--- config.mk ---
export PLATFORM = sky130hd
export DESIGN_NAME = nm_frame_counter
export DESIGN_NICKNAME = d
export VERILOG_FILES = /design/src/rtl/nm_frame_counter.sv
export SDC_FILE = /design/constraint.sdc
export NUM_CORES = 1
export LEC_CHECK = 0
export CORE_MARGIN = 4
export CORE_UTILIZATION = 55
export CTS_CLUSTER_DIAMETER = 80
export DETAILED_ROUTE_END_ITERATION = 8
export PLACE_DENSITY = 0.84
export SLEW_MARGIN = 20
export SYNTH_ARGS = -nofsm -noshare
export SYNTH_HDL_FRONTEND = slang
export SYNTH_SLANG_ARGS = --single-unit
--- constraint.sdc ---
create_clock -name clk_out -period 8.6 [get_ports clk_out]
set_clock_uncertainty 0.1 [all_clocks]
set_input_delay 1.72 -clock clk_out [delete_from_list [all_inputs] [get_ports clk_out]]
set_output_delay 1.72 -clock clk_out [all_outputs]
set_load 0.005 [all_outputs]
--- src/rtl/nm_frame_counter.sv ---
`default_nettype none
// ==== nm_frame_counter : programmable N/M sub-frame/frame counter with divided clocks (rev 1.0) ====
// Ratio changes go through a shadow register and take effect only in IDLE or on the (N,M)->(1,1) wrap.
module nm_frame_counter #(
  parameter logic [3:0] N_RST = 4'd8,
  parameter logic [1:0] M_RST = 2'd3
) (
  input  logic       clk_out,
  input  logic       rst_n,
  input  logic       en,
  input  logic       cfg_load,
  input  logic [3:0] N_in,
  input  logic [1:0] M_in,
  output logic [3:0] N,
  output logic [1:0] M,
  output logic [3:0] N_counter,
  output logic [1:0] M_counter,
  output logic       DIV_N,
  output logic       DIV_M,
  output logic       frame_done,
  output logic       cfg_pending,
  output logic       cfg_err
);

  typedef enum logic [0:0] {
    IDLE = 1'b0,
    RUN  = 1'b1
  } state_t;

  state_t     state_q, state_d;
  logic [3:0] n_q, n_d, sh_n_q, sh_n_d, n_cnt_q, n_cnt_d;
  logic [1:0] m_q, m_d, sh_m_q, sh_m_d, m_cnt_q, m_cnt_d;
  logic       div_n_q, div_n_d, div_m_q, div_m_d;
  logic       frame_done_q, frame_done_d;
  logic       pend_q, pend_d, err_q, err_d;
  logic       apply, cfg_bad;
  logic [4:0] n_half;
  logic [2:0] m_half;

  always_comb begin
    state_d      = state_q;
    n_d          = n_q;
    m_d          = m_q;
    sh_n_d       = sh_n_q;
    sh_m_d       = sh_m_q;
    n_cnt_d      = n_cnt_q;
    m_cnt_d      = m_cnt_q;
    div_n_d      = div_n_q;
    div_m_d      = div_m_q;
    frame_done_d = frame_done_q;
    pend_d       = pend_q;
    apply        = 1'b0;
    n_half       = 5'd0;
    m_half       = 3'd0;

    cfg_bad = (N_in == 4'd0) || (M_in == 2'd0);
    err_d   = cfg_load && cfg_bad;

    case (state_q)
      IDLE: begin
        apply = pend_q;
        if (en) begin
          state_d = RUN;
          n_cnt_d = 4'd1;
          m_cnt_d = 2'd1;
        end
      end
      RUN: begin
        if (en) begin
          if (n_cnt_q >= n_q) begin
            n_cnt_d = 4'd1;
            if (m_cnt_q >= m_q) begin
              m_cnt_d = 2'd1;
              apply   = pend_q;
            end else begin
              m_cnt_d = m_cnt_q + 2'd1;
            end
          end else begin
            n_cnt_d = n_cnt_q + 4'd1;
          end
        end
      end
      default: state_d = IDLE;
    endcase

    // The wrap applies the shadow as it stood before this edge; a load on the same edge waits a frame.
    if (apply) begin
      n_d    = sh_n_q;
      m_d    = sh_m_q;
      pend_d = 1'b0;
    end
    if (cfg_load && !cfg_bad) begin
      sh_n_d = N_in;
      sh_m_d = M_in;
      pend_d = 1'b1;
    end

    // Divided outputs follow the next-state counters and ratio so they move with the counters.
    if (en) begin
      n_half       = ({1'b0, n_d} + 5'd1) >> 1;
      m_half       = ({1'b0, m_d} + 3'd1) >> 1;
      div_n_d      = (n_cnt_d != 4'd0) && ({1'b0, n_cnt_d} <= n_half);
      div_m_d      = (m_cnt_d != 2'd0) && ({1'b0, m_cnt_d} <= m_half);
      frame_done_d = (n_cnt_d == n_d) && (m_cnt_d == m_d);
    end
  end

  always_ff @(posedge clk_out) begin
    if (!rst_n) begin
      state_q      <= IDLE;
      n_q          <= N_RST;
      m_q          <= M_RST;
      sh_n_q       <= N_RST;
      sh_m_q       <= M_RST;
      n_cnt_q      <= 4'd0;
      m_cnt_q      <= 2'd0;
      div_n_q      <= 1'b0;
      div_m_q      <= 1'b0;
      frame_done_q <= 1'b0;
      pend_q       <= 1'b0;
      err_q        <= 1'b0;
    end else begin
      state_q      <= state_d;
      n_q          <= n_d;
      m_q          <= m_d;
      sh_n_q       <= sh_n_d;
      sh_m_q       <= sh_m_d;
      n_cnt_q      <= n_cnt_d;
      m_cnt_q      <= m_cnt_d;
      div_n_q      <= div_n_d;
      div_m_q      <= div_m_d;
      frame_done_q <= frame_done_d;
      pend_q       <= pend_d;
      err_q        <= err_d;
    end
  end

  assign N           = n_q;
  assign M           = m_q;
  assign N_counter   = n_cnt_q;
  assign M_counter   = m_cnt_q;
  assign DIV_N       = div_n_q;
  assign DIV_M       = div_m_q;
  assign frame_done  = frame_done_q;
  assign cfg_pending = pend_q;
  assign cfg_err     = err_q;

endmodule
`default_nettype wire

* After elaboration in Yosys (flattened, before gate mapping)
Index checks and enable logic that the tools add are counted.
** Storage, ports and cells
- Register bits :: 24
- Input port bits :: 10
- Logic and storage cells :: 54
** Operators by class
- Add/sub/neg operators :: 4
- Magnitude comparators :: 4
- Eq/ne operators :: 2
- Muxes and demuxes :: 19
- Bitwise operators :: 1
- Reduce and logical (&&, ||, !) cells :: 12
** Operators by type and width (number)
- $mux W4 :: 4
- $mux W2 :: 5
- $pmux W4 S2 :: 1
- $mux W1 :: 7
- $add A4 B1 Y5 const B :: 1
- $logic_and A1 B1 Y1 :: 5
- $add A4 B1 Y4 const B :: 1
- $eq A4 B4 Y1 :: 1
- $ge A4 B4 Y1 :: 1
- $le A4 B4 Y1 :: 1
- $logic_not A4 Y1 :: 1
- $pmux W2 S2 :: 1
- $reduce_bool A2 Y1 :: 2
- $reduce_bool A4 Y1 :: 1
- $add A2 B1 Y3 const B :: 1
- $add A2 B1 Y2 const B :: 1
- $eq A2 B2 Y1 :: 1
- $ge A2 B2 Y1 :: 1
- $le A2 B2 Y1 :: 1
- $logic_not A2 Y1 :: 1
- $pmux W1 S2 :: 1
- $logic_not A1 Y1 :: 1
- $logic_or A1 B1 Y1 :: 1
- $not A1 Y1 :: 1

* Longest topological paths before layout
Gate-level depths: netlist (run 1).
- Word-level depth :: 9
- Gate-level depth with buffers :: 17
- Gate-level depth less buffers :: 17

* Worst setup path after synthesis (run 1)
Ideal clock, no wire load.
- Kind :: input port to flip-flop
- Start :: input en
- End :: register div_n_q (netlist: DIV_N)
- Library setup time :: 70 ps
- Arrival time :: 4326 ps
- Required time :: 8430 ps
- Slack :: 4104 ps
- Cell stages on the path :: 15
- Buffers on the path :: 1
- Path through :: clkbuf_1 > nand2_1 > o32ai_4 > mux2i_1 > inv_1 > ha_1 > xor2_1 > ha_1 > nor2b_1 > o21a_1 > o21ai_0 > nand2b_1 > a21oi_1 > o31ai_1 > a21oi_1
** Between the ends
- Cells in the longest elaborated chain, start to end :: 6
- Elaborated cells on any way between the ends :: 10
- Classes of those cells :: add/sub: 1; order compare: 1; mux: 6; reduce/logical: 2
** Ends and longest elaborated chain
- start: declaration :: RTL line 10 : input logic en,
- $mux W1 :: RTL line 69 : if (en) begin
- $pmux W1 S2 :: RTL line 59 : case (state_q)
- $mux W4 :: RTL line 87 : if (apply) begin
- net n_d[1] :: RTL line 31 : logic [3:0] n_q, n_d, sh_n_q, sh_n_d, n_cnt_q, n_cnt_d;
- $add A4 B1 Y5 :: RTL line 100 : n_half = ({1'b0, n_d} + 5'd1) >> 1;
- $le A4 B4 Y1 :: RTL line 102 : div_n_d = (n_cnt_d != 4'd0) && ({1'b0, n_cnt_d} <= n_half);
- $logic_and A1 B1 Y1 :: RTL line 102
- end signal: assignment :: RTL line 130 : div_n_q <= div_n_d;
- end: declaration :: RTL line 33 : logic div_n_q, div_n_d, div_m_q, div_m_d;
The timed path passes the listed nets, and every way through them passes these cells.
A chain may end at the register's enable or synchronous reset.

* Worst setup path in the final report (run 1)
Same ends and word-level chain as after synthesis.

==> results of run 1 <==
## worst max path at each step
stage | startpoint | to | slack (ps)
6_report | en | DIV_N$_SDFFE_PN0P_ | 3680
5_1_grt | en | DIV_N$_SDFFE_PN0P_ | 3460
4_1_cts | en | DIV_N$_SDFFE_PN0P_ | 3700
3_5_place_dp | en | DIV_N$_SDFFE_PN0P_ | 3360
3_3_place_gp | en | DIV_N$_SDFFE_PN0P_ | 3530
2_1_floorplan | en | DIV_N$_SDFFE_PN0P_ | 4100
## cells in the final DEF (no fill, tap or decap), drive strengths merged, types with 2 or more instances in the layout
master and count:
clkdlybuf4s50 26, dfxtp 24, nor2 19, nand2 16
inv 15, ha 15, mux2i 12, a21oi 7
xor2 6, nand2b 5, o21ai 5, nor3 3
nand3 3, xnor2 3, nand4 3, and2 3
clkbuf 3, o211ai 3, or3 2, a31oi 2
nor2b 2, o21a 2
## report_power, final
group          switching, uW  internal, uW
Clock                   34.9          16.4
Combinational           19.9          19.4
Sequential              4.49           116
## worst max-delay path, stage by stage
cell	delay [ps]
clkdlybuf4s50_1	670
nand2_1	150
o32ai_4	420
mux2i_1	440
inv_1	90
ha_1	230
xor2_1	170
ha_1	310
nor2b_1	130
o21a_1	160
o21ai_0	160
nand2b_1	70
a21oi_1	130
o31ai_1	90
a21oi_1	130
## state kept, by name (all words and copies together) (netlist names), 2 cells and up
name,cells
N_counter,4
N,4
M,2
sh_n_q,4
sh_m_q,2
M_counter,2
## stage by stage
stage	total power [uW]	instance area [um^2]
after floorplan	146	1440
after global placement	160	1720
after detailed placement	162	1720
after CTS	212	1740
after global routing	222	1740
final	211	1740
## kinds of logic after synthesis
family | share of synthesized area
and+or+nand+nor | 0.206
AOI/OAI and AO/OA | 0.137
DFF | 0.333
buffers and inverters | 0.0555
adders and majority gates | 0.130
muxes | 0.0833
xor gates and xnor gates | 0.0546
## layout make-up
| class | count | share of cell area |
|---|---|---|
| Tap cell | 30 | 0.0215 |
| Sequential cell | 24 | 0.276 |
| Inverter | 16 | 0.0345 |
| Timing Repair Buffer | 26 | 0.149 |
| Multi-Input combinational cell | 123 | 0.506 |
| Clock buffer | 3 | 0.0129 |
## metal layers
metal | GRT usage | wire length (um) | up-vias
met5 | 0 | 0 | -
met4 | 0.0874 | 43 | 0
met3 | 0.0349 | 149 | 5
met2 | 0.368 | 1620 | 27
met1 | 0.242 | 1480 | 602
li1 | - | - | 625
==> summary.txt, run 1 <==
Req. time, crit path - 8760 ps
Share of cells above drive strength 1 - 0.0365
Clock buffer depth - 2
Endpoints failing hold - 0
Synth Warn # - 0
Hold endpoint - DIV_M$_SDFFE_PN0P_
Core Rows - 18
Area leader, netlist - dfxtp_1
Area contributors post-synth - dfxtp_1, ha_1, mux2i_1
Post-cts sizing count - 0
Number of port buffers - 26
Critical path class - in2reg
Final setup fails - 0
Commonest cells in the netlist - dfxtp_1, nor2_1, nand2_1
Fmax - 0.203 GHz
Cts-stage hold buffer count - 0
Top-count cell post-synth - dfxtp_1
H-tree levels - 1
Total CTS buffers - 3
Vias in the first global route - 1276
CTS tree - done
Placed Cells - 219
Final nets - 219
# DRC - 0
EDFF count, synth - 0
Total GRT Usage - 0.207
Fin util - 0.697
Drt total wl - 3290 um
Place WS - 3360 ps
Fillers - 210
R2R cell count - 17
Vias per cell - 5.67
Die outline width - 59.2 um
Power per Cell Area - 121 nW/um^2
Final setup TNS - 0 ps
R2r startpoint - N[1]$_SDFF_PN0_
Reg-to-reg critical path endpoint - DIV_N$_SDFFE_PN0P_
Largest fanout on the critical path - 11
Hpwl dp - 2580 um
Max-cap viol count - 0
Final Critical Period - 4920 ps
Routed via count - 1259
Period utilization - 0.572
Mapped Area - 1440 um^2
Post-CTS setup buffer count - 0
Wire per inst - 14.8 um
Die area - 3510 um^2
Clock slew at reported path FFs - 130 ps
CP Capture Type - register
Syn_nets - 193
Syn Area/Cell - 8.59 um^2
DRT iter0 DRCs - 32
# IOs - 27
Relative slew slack - 0.599
Mapped Cells - 168
Total gr overflow - 0
Die Y - 59.2 um
Clk sinks - 24
Clock root buffer - clkbuf_4
Initial core utilization - 0.577
Reg-to-reg slack, setup - 4750 ps
Gpl congestion - 0.794
Worst setup margin - 3680 ps
Sequential-to-total area share from yosys stat - 0.333
Core area - 2500 um^2
Share of the synthesized area in the top cell type - 0.333
Routed Antenna Nets - 0
CP startpoint kind - input pin
# diodes - 0
First-pass detailed-route iteration total - 4
Number of synthesized register bits - 24
Worst-Skew Late Latency - 320 ps
Max Transition Viols Final - 0
Hold Slack - 379 ps
Leak - 0.000752 uW
Final std cells w/o fill - 222
Register Area - 480 um^2
Largest net degree at the start of global routing - 15
Main synth FF type - dfxtp_1
Library cells used by synthesis - 37
Least-Margin Pin Slew - 596 ps
Area occupied by multi-input gates - 882 um^2
Crit path DAT - 5070 ps
Initial antenna violation count - 0
Hold Path Class - reg2reg
Unrepaired setup endpoints after global routing - false
Worst Hold Depth - 2
Max VDD drop - 113 uV
Fraction of registers with async set/reset - 0
Hold_sp - DIV_M$_SDFFE_PN0P_
Layout area overhead - 20.8%
First-pass GRT wire length - 5580 um
Outcome - finished clean
Power figures use the tool's default switching activity.
==> run 2, diff against run 1 <==
CORE_UTILIZATION = 51   (was 55)
PLACE_DENSITY = 0.78   (was 0.84)
clock period = 4.95 ns   (was 8.6 ns; I/O delays follow)
==> run 2 against run 1 <==
Against the previous run: clock power rose by 69%; critical path depth unchanged; worst setup slack worse by 2700 ps; total power up 73%; combinational power increased by 76%; count of clock-buffer cells in the layout did not move; global-route usage down 1.4 points; first-iteration DRC count rose by 53%; register-to-register slack worse by 3700 ps; sequential share of layout area is 0.14 points lower; sequential power increased by 74%; cell count increased by 0.90%.
==> summary.txt, run 2 (synthesis gave the netlist of run 1 again) <==
Met1 Use GR - 0.250 (+0.00798)
Most frequent cells in the layout - clkdlybuf4s50_1, dfxtp_1, nor2_1
Post-cts sizing count - 0 (unchanged)
Power per Cell Area - 208 nW/um^2 (+72%)
Worst setup margin - 971 ps (-2710 ps)
Total CTS buffers - 3 (unchanged)
Crit path DAT - 4130 ps (-940 ps)
Grt met3 use - 0.0314 (-0.00341)
Leak - 0.000757 uW (+0.64%)
Routed via count - 1247 (-0.95%)
Core area - 2730 um^2 (+9.4%)
Clk sinks - 24 (unchanged)
CP Capture Type - register
Wire per inst - 14.6 um (-1.4%)
Final setup fails - 0 (unchanged)
Place WS - 699 ps (-2660 ps)
Clock buffer depth - 2 (unchanged)
Vias per cell - 5.57 (-1.8%)
Post-CTS setup buffer count - 0 (unchanged)
Fmax - 0.251 GHz
Initial antenna violation count - 0 (unchanged)
Worst-Skew Late Latency - 310 ps (about the same)
Hpwl dp - 2590 um (+0.40%)
Max-cap viol count - 0 (unchanged)
Largest net degree at the start of global routing - 15 (unchanged)
# IOs - 27 (unchanged)
Total gr overflow - 0 (unchanged)
Least-Margin Pin Slew - 643 ps (+47.1 ps)
Final nets - 220 (+0.46%)
Share of cells above drive strength 1 - 0.0415 (+0.00499)
Met2 Usage GRT - 0.325 (-0.0434)
Top Usage Layer GRT - met2
First-pass detailed-route iteration total - 4 (unchanged)
Max Transition Viols Final - 0 (unchanged)
Relative slew slack - 0.567 (-0.0318)
Hold Slack - 365 ps (-14.4 ps)
Gpl congestion - 0.866 (+9.1%)
Initial core utilization - 0.528 (-0.0494)
DRT iter0 DRCs - 49 (+53%)
Slowest cell on crit path - clkdlybuf4s50_1
Core Rows - 19 (+1)
Layout area overhead - 21.4%
CP startpoint kind - input pin
# diodes - 0 (unchanged)
Number of port buffers - 26 (unchanged)
Largest fanout on the critical path - 6 (-5)
Final Critical Period - 3980 ps
CTS tree - done
Cts-stage hold buffer count - 0 (unchanged)
Worst stage delay on the critical path - 490 ps (-180 ps)
Endpoints failing hold - 0 (unchanged)
Drt total wl - 3280 um (-0.55%)
Most common cell after layout, fill and taps aside - clkdlybuf4s50_1
Outcome - finished clean
Clock root buffer - clkbuf_4
Die outline width - 61.2 um (+3.3%)
Req. time, crit path - 5100 ps (-3660 ps)
Vias in the first global route - 1203 (-5.7%)
Routed Antenna Nets - 0 (unchanged)
Die area - 3740 um^2 (+6.8%)
Max VDD drop - 168 uV (+48%)
Total GRT Usage - 0.193 (-0.0142)
Die Y - 61.2 um (+3.3%)
CP cell instances - clkdlybuf4s50_1, nand2_1, o32ai_4, mux2i_1, inv_1, ha_1, xor2_1, ha_1, nor2b_1, o21a_1, o21ai_0, nand2b_1, a21oi_1, o31ai_1, a21oi_1
Period utilization - 0.804
Clock slew at reported path FFs - 130 ps (about the same)
Fillers - 261 (+24%)
H-tree levels - 1 (unchanged)
# DRC - 0 (unchanged)
Hold Path Class - reg2reg
Critical path class - in2reg
Final setup TNS - 0 ps (unchanged)
First-pass GRT wire length - 5400 um (-3.2%)
Unrepaired setup endpoints after global routing - false
## run 2: changes by cell type in the layout (fill, tap and decap cells not counted)
cell | before | now
buf_4 | 0 | 1
## run 2: critical path: cells and delay by family
| family | cells | cell delay, ps |
|---|---|---|
| compound gates | 6 | 1080 |
| buf+inv | 2 | 600 |
| fa+ha+maj | 2 | 550 |
| mux | 1 | 420 |
| simple gates | 3 | 310 |
| xor+xnor | 1 | 170 |
## run 2: cell type report
type	instances	area [um^2]	share of cell area
multi-input cells	123	882	0.504
repair buffers	27	268	0.153
well taps	31	38.8	0.0221
inverters	16	60.1	0.0343
flip-flops and latches	24	480	0.274
clock buffers	3	22.5	0.0129
## run 2: worst paths after layout
check        slack [ps]               startpoint  depth (start not counted)            endpoint
max                 970                       en                         15  DIV_N$_SDFFE_PN0P_
max reg2reg        1080  N_counter[0]$_SDFF_PN0_                         17  DIV_N$_SDFFE_PN0P_
min                 360       DIV_M$_SDFFE_PN0P_                          2  DIV_M$_SDFFE_PN0P_
min reg2reg         360       DIV_M$_SDFFE_PN0P_                          2  DIV_M$_SDFFE_PN0P_
## run 2: routing by layer
layer / share of wire / wire length (um)
met1: 0.45 / 1460
met2: 0.49 / 1600
met3: 0.048 / 156
met4: 0.016 / 53
met5: 0 / 0
## run 2: report_power, final
part / internal (uW) / switching, uW / total [uW]
clock: 28.5 / 58.4 / 86.8
combinational: 34.6 / 34.8 / 69.3
sequential: 201 / 7.64 / 209
## run 2: metrics by stage
step | std cells | utilization | power (uW) | cell area [um^2]
floorplan | 168 | - | 254 | 1440
global placement | 221 | 0.632 | 279 | 1730
detailed placement | 221 | 0.632 | 282 | 1730
CTS | 224 | 0.641 | 367 | 1750
global route | 224 | 0.641 | 383 | 1750
finish | 224 | 0.641 | 365 | 1750
==> run 3, diff against run 2 <==
clock period = 3.7 ns   (was 4.95 ns; I/O delays follow)
==> run 3 against run 2 <==
Against the previous run: register-to-register slack got worse by 830 ps; die area is the same; cell count rose by 3.6%; non-clock buffer count is 8 higher; largest power group unchanged; first-iteration DRC count increased by 71%; utilization up 2.5 points; clock power grew 32%.
==> summary.txt, run 3 (synthesis gave the netlist of run 1 again) <==
Outcome - finished clean
Clock buffer depth - 2 (unchanged)
Routed via count - 1307 (+4.8%)
Top Usage Layer GRT - met2
Critical Path Source - N_counter[0]$_SDFF_PN0_
Initial core utilization - 0.528 (unchanged)
Power Total - 494 uW (+35%)
Worst setup margin - 251 ps (-720 ps)
Total GRT Usage - 0.190 (-0.00291)
Worst-Skew Late Latency - 320 ps (about the same)
Wire per inst - 14.3 um (-2.2%)
Period utilization - 0.932
Die Y - 61.2 um (unchanged)
Core Rows - 19 (unchanged)
Most common cell after layout, fill and taps aside - clkdlybuf4s50_1
Critical path class - reg2reg
Crit-path leading delay family - compound AO/OA/AOI/OAI gates
H-tree levels - 1 (unchanged)
Place WS - 0.859 ps (-698 ps)
Largest fanout on the critical path - 6 (unchanged)
CP Capture Type - register
Drt total wl - 3320 um (+1.3%)
DRT iter0 DRCs - 84 (+71%)
Initial antenna violation count - 0 (unchanged)
CTS tree - done
Fmax - 0.290 GHz
Most frequent cells in the layout - clkdlybuf4s50_1, dfxtp_1, nor2_1
Grt met3 use - 0.0377 (+0.00629)
Gpl congestion - 0.830 (-4.2%)
# DRC - 0 (unchanged)
Leak - 0.000796 uW (+5.1%)
Clock root buffer - clkbuf_4
Met1 Use GR - 0.250 (unchanged)
Post-CTS setup buffer count - 0 (unchanged)
Routed Antenna Nets - 0 (unchanged)
Vias in the first global route - 1188 (-1.2%)
Hpwl dp - 2650 um (+2.4%)
Crit path buffers/inverters - 2 (unchanged)
CP cell instances - inv_1, ha_1, nor3b_2, o21a_4, o32ai_4, mux2i_2, inv_1, ha_1, xor2_1, ha_1, nor2b_1, o21a_1, o21ai_0, nand2b_1, a21oi_1, o31ai_1, a21oi_1
Power per Cell Area - 271 nW/um^2 (+30%)
Crit path DAT - 3600 ps (-530 ps)
Number of port buffers - 26 (unchanged)
R2r startpoint - N_counter[0]$_SDFF_PN0_
Final Critical Period - 3450 ps
Total CTS buffers - 3 (unchanged)
Post-cts sizing count - 0 (unchanged)
Least-Margin Pin Slew - 484 ps (-159 ps)
# diodes - 0 (unchanged)
Hold Path Class - reg2reg
Total gr overflow - 0 (unchanged)
Max VDD drop - 266 uV (+58%)
Final nets - 228 (+3.6%)
CP startpoint kind - register
Relative slew slack - 0.676 (+0.109)
Largest net degree at the start of global routing - 15 (unchanged)
Req. time, crit path - 3850 ps (-1250 ps)
Slowest cell on crit path - dfxtp_1
Max Transition Viols Final - 0 (unchanged)
Max-cap viol count - 0 (unchanged)
First-pass GRT wire length - 5310 um (-1.6%)
Endpoints failing hold - 0 (unchanged)
Met2 Usage GRT - 0.305 (-0.0196)
Vias per cell - 5.63 (+1.2%)
Die outline width - 61.2 um (unchanged)
# IOs - 27 (unchanged)
Cell mode on critical path - ha_1
Hold Slack - 365 ps (+0.910 ps)
Layout area overhead - 26.1%
Final setup fails - 0 (unchanged)
Die area - 3740 um^2 (unchanged)
First-pass detailed-route iteration total - 4 (unchanged)
Share of cells above drive strength 1 - 0.0995 (+0.0581)
Cts-stage hold buffer count - 0 (unchanged)
Clock slew at reported path FFs - 120 ps (about the same)
Hold_sp - DIV_M$_SDFFE_PN0P_
Worst stage delay on the critical path - 430 ps (-60 ps)
Core area - 2730 um^2 (unchanged)
Clk sinks - 24 (unchanged)
-- run 3: changes by cell type in the layout (fill, tap and decap cells not counted) --
cell	previous run	this run
mux2i_1	12	11
dfxtp_1	24	21
dfxtp_2	0	3
mux2i_2	0	1
buf_4	1	9
-- run 3: routing by layer --
metal | part of all wire | wire length [um] | vias up
met2 | 0.50 | 1650 | 36
met3 | 0.052 | 172 | 8
met1 | 0.43 | 1430 | 619
met5 | 0 | 0 | -
met4 | 0.021 | 71 | 0
li1 | - | - | 644
-- run 3: metrics by stage --
stage | utilization | cell area, um^2 | instances | setup TNS (ps)
2_1_floorplan | - | 1440 | 168 | 0
5_1_grt | 0.665 | 1820 | 232 | -1.82
4_1_cts | 0.663 | 1810 | 232 | 0
3_5_place_dp | 0.654 | 1790 | 229 | 0
3_3_place_gp | 0.654 | 1790 | 229 | 0
6_report | 0.665 | 1820 | 232 | 0
-- run 3: area by class of cell --
cell class,count,area (um^2)
flip-flops and latches,24,484
inverters,16,60.1
well taps,31,38.8
clock buffers,3,22.5
repair buffers,35,328
fillers,237,915
multi-input cells,123,886
-- run 3: where the power goes --
| group | switching [uW] | internal, uW |
|---|---|---|
| clock network | 77.1 | 38.2 |
| logic | 47.4 | 51.2 |
| registers | 10.1 | 270 |
-- run 3: worst register-to-register path: stages (launching register included) --
cell      delay [ps]
dfxtp_1          430
inv_1             90
ha_1             290
nor3b_2           50
o21a_4           240
o32ai_4          320
mux2i_2          290
inv_1             70
ha_1             220
xor2_1           170
ha_1             290
nor2b_1          150
o21a_1           160
o21ai_0          130
nand2b_1          70
a21oi_1          120
o31ai_1           90
a21oi_1          130
-- run 3: path summary, 6_finish.rpt --
check / end / slack, ps / cells past startpoint
worst max-delay path: DIV_N$_SDFFE_PN0P_ / 250 / 17
worst min-delay path: DIV_M$_SDFFE_PN0P_ / 370 / 2
worst max register to register: DIV_N$_SDFFE_PN0P_ / 250 / 17
worst min register to register: DIV_M$_SDFFE_PN0P_ / 370 / 2
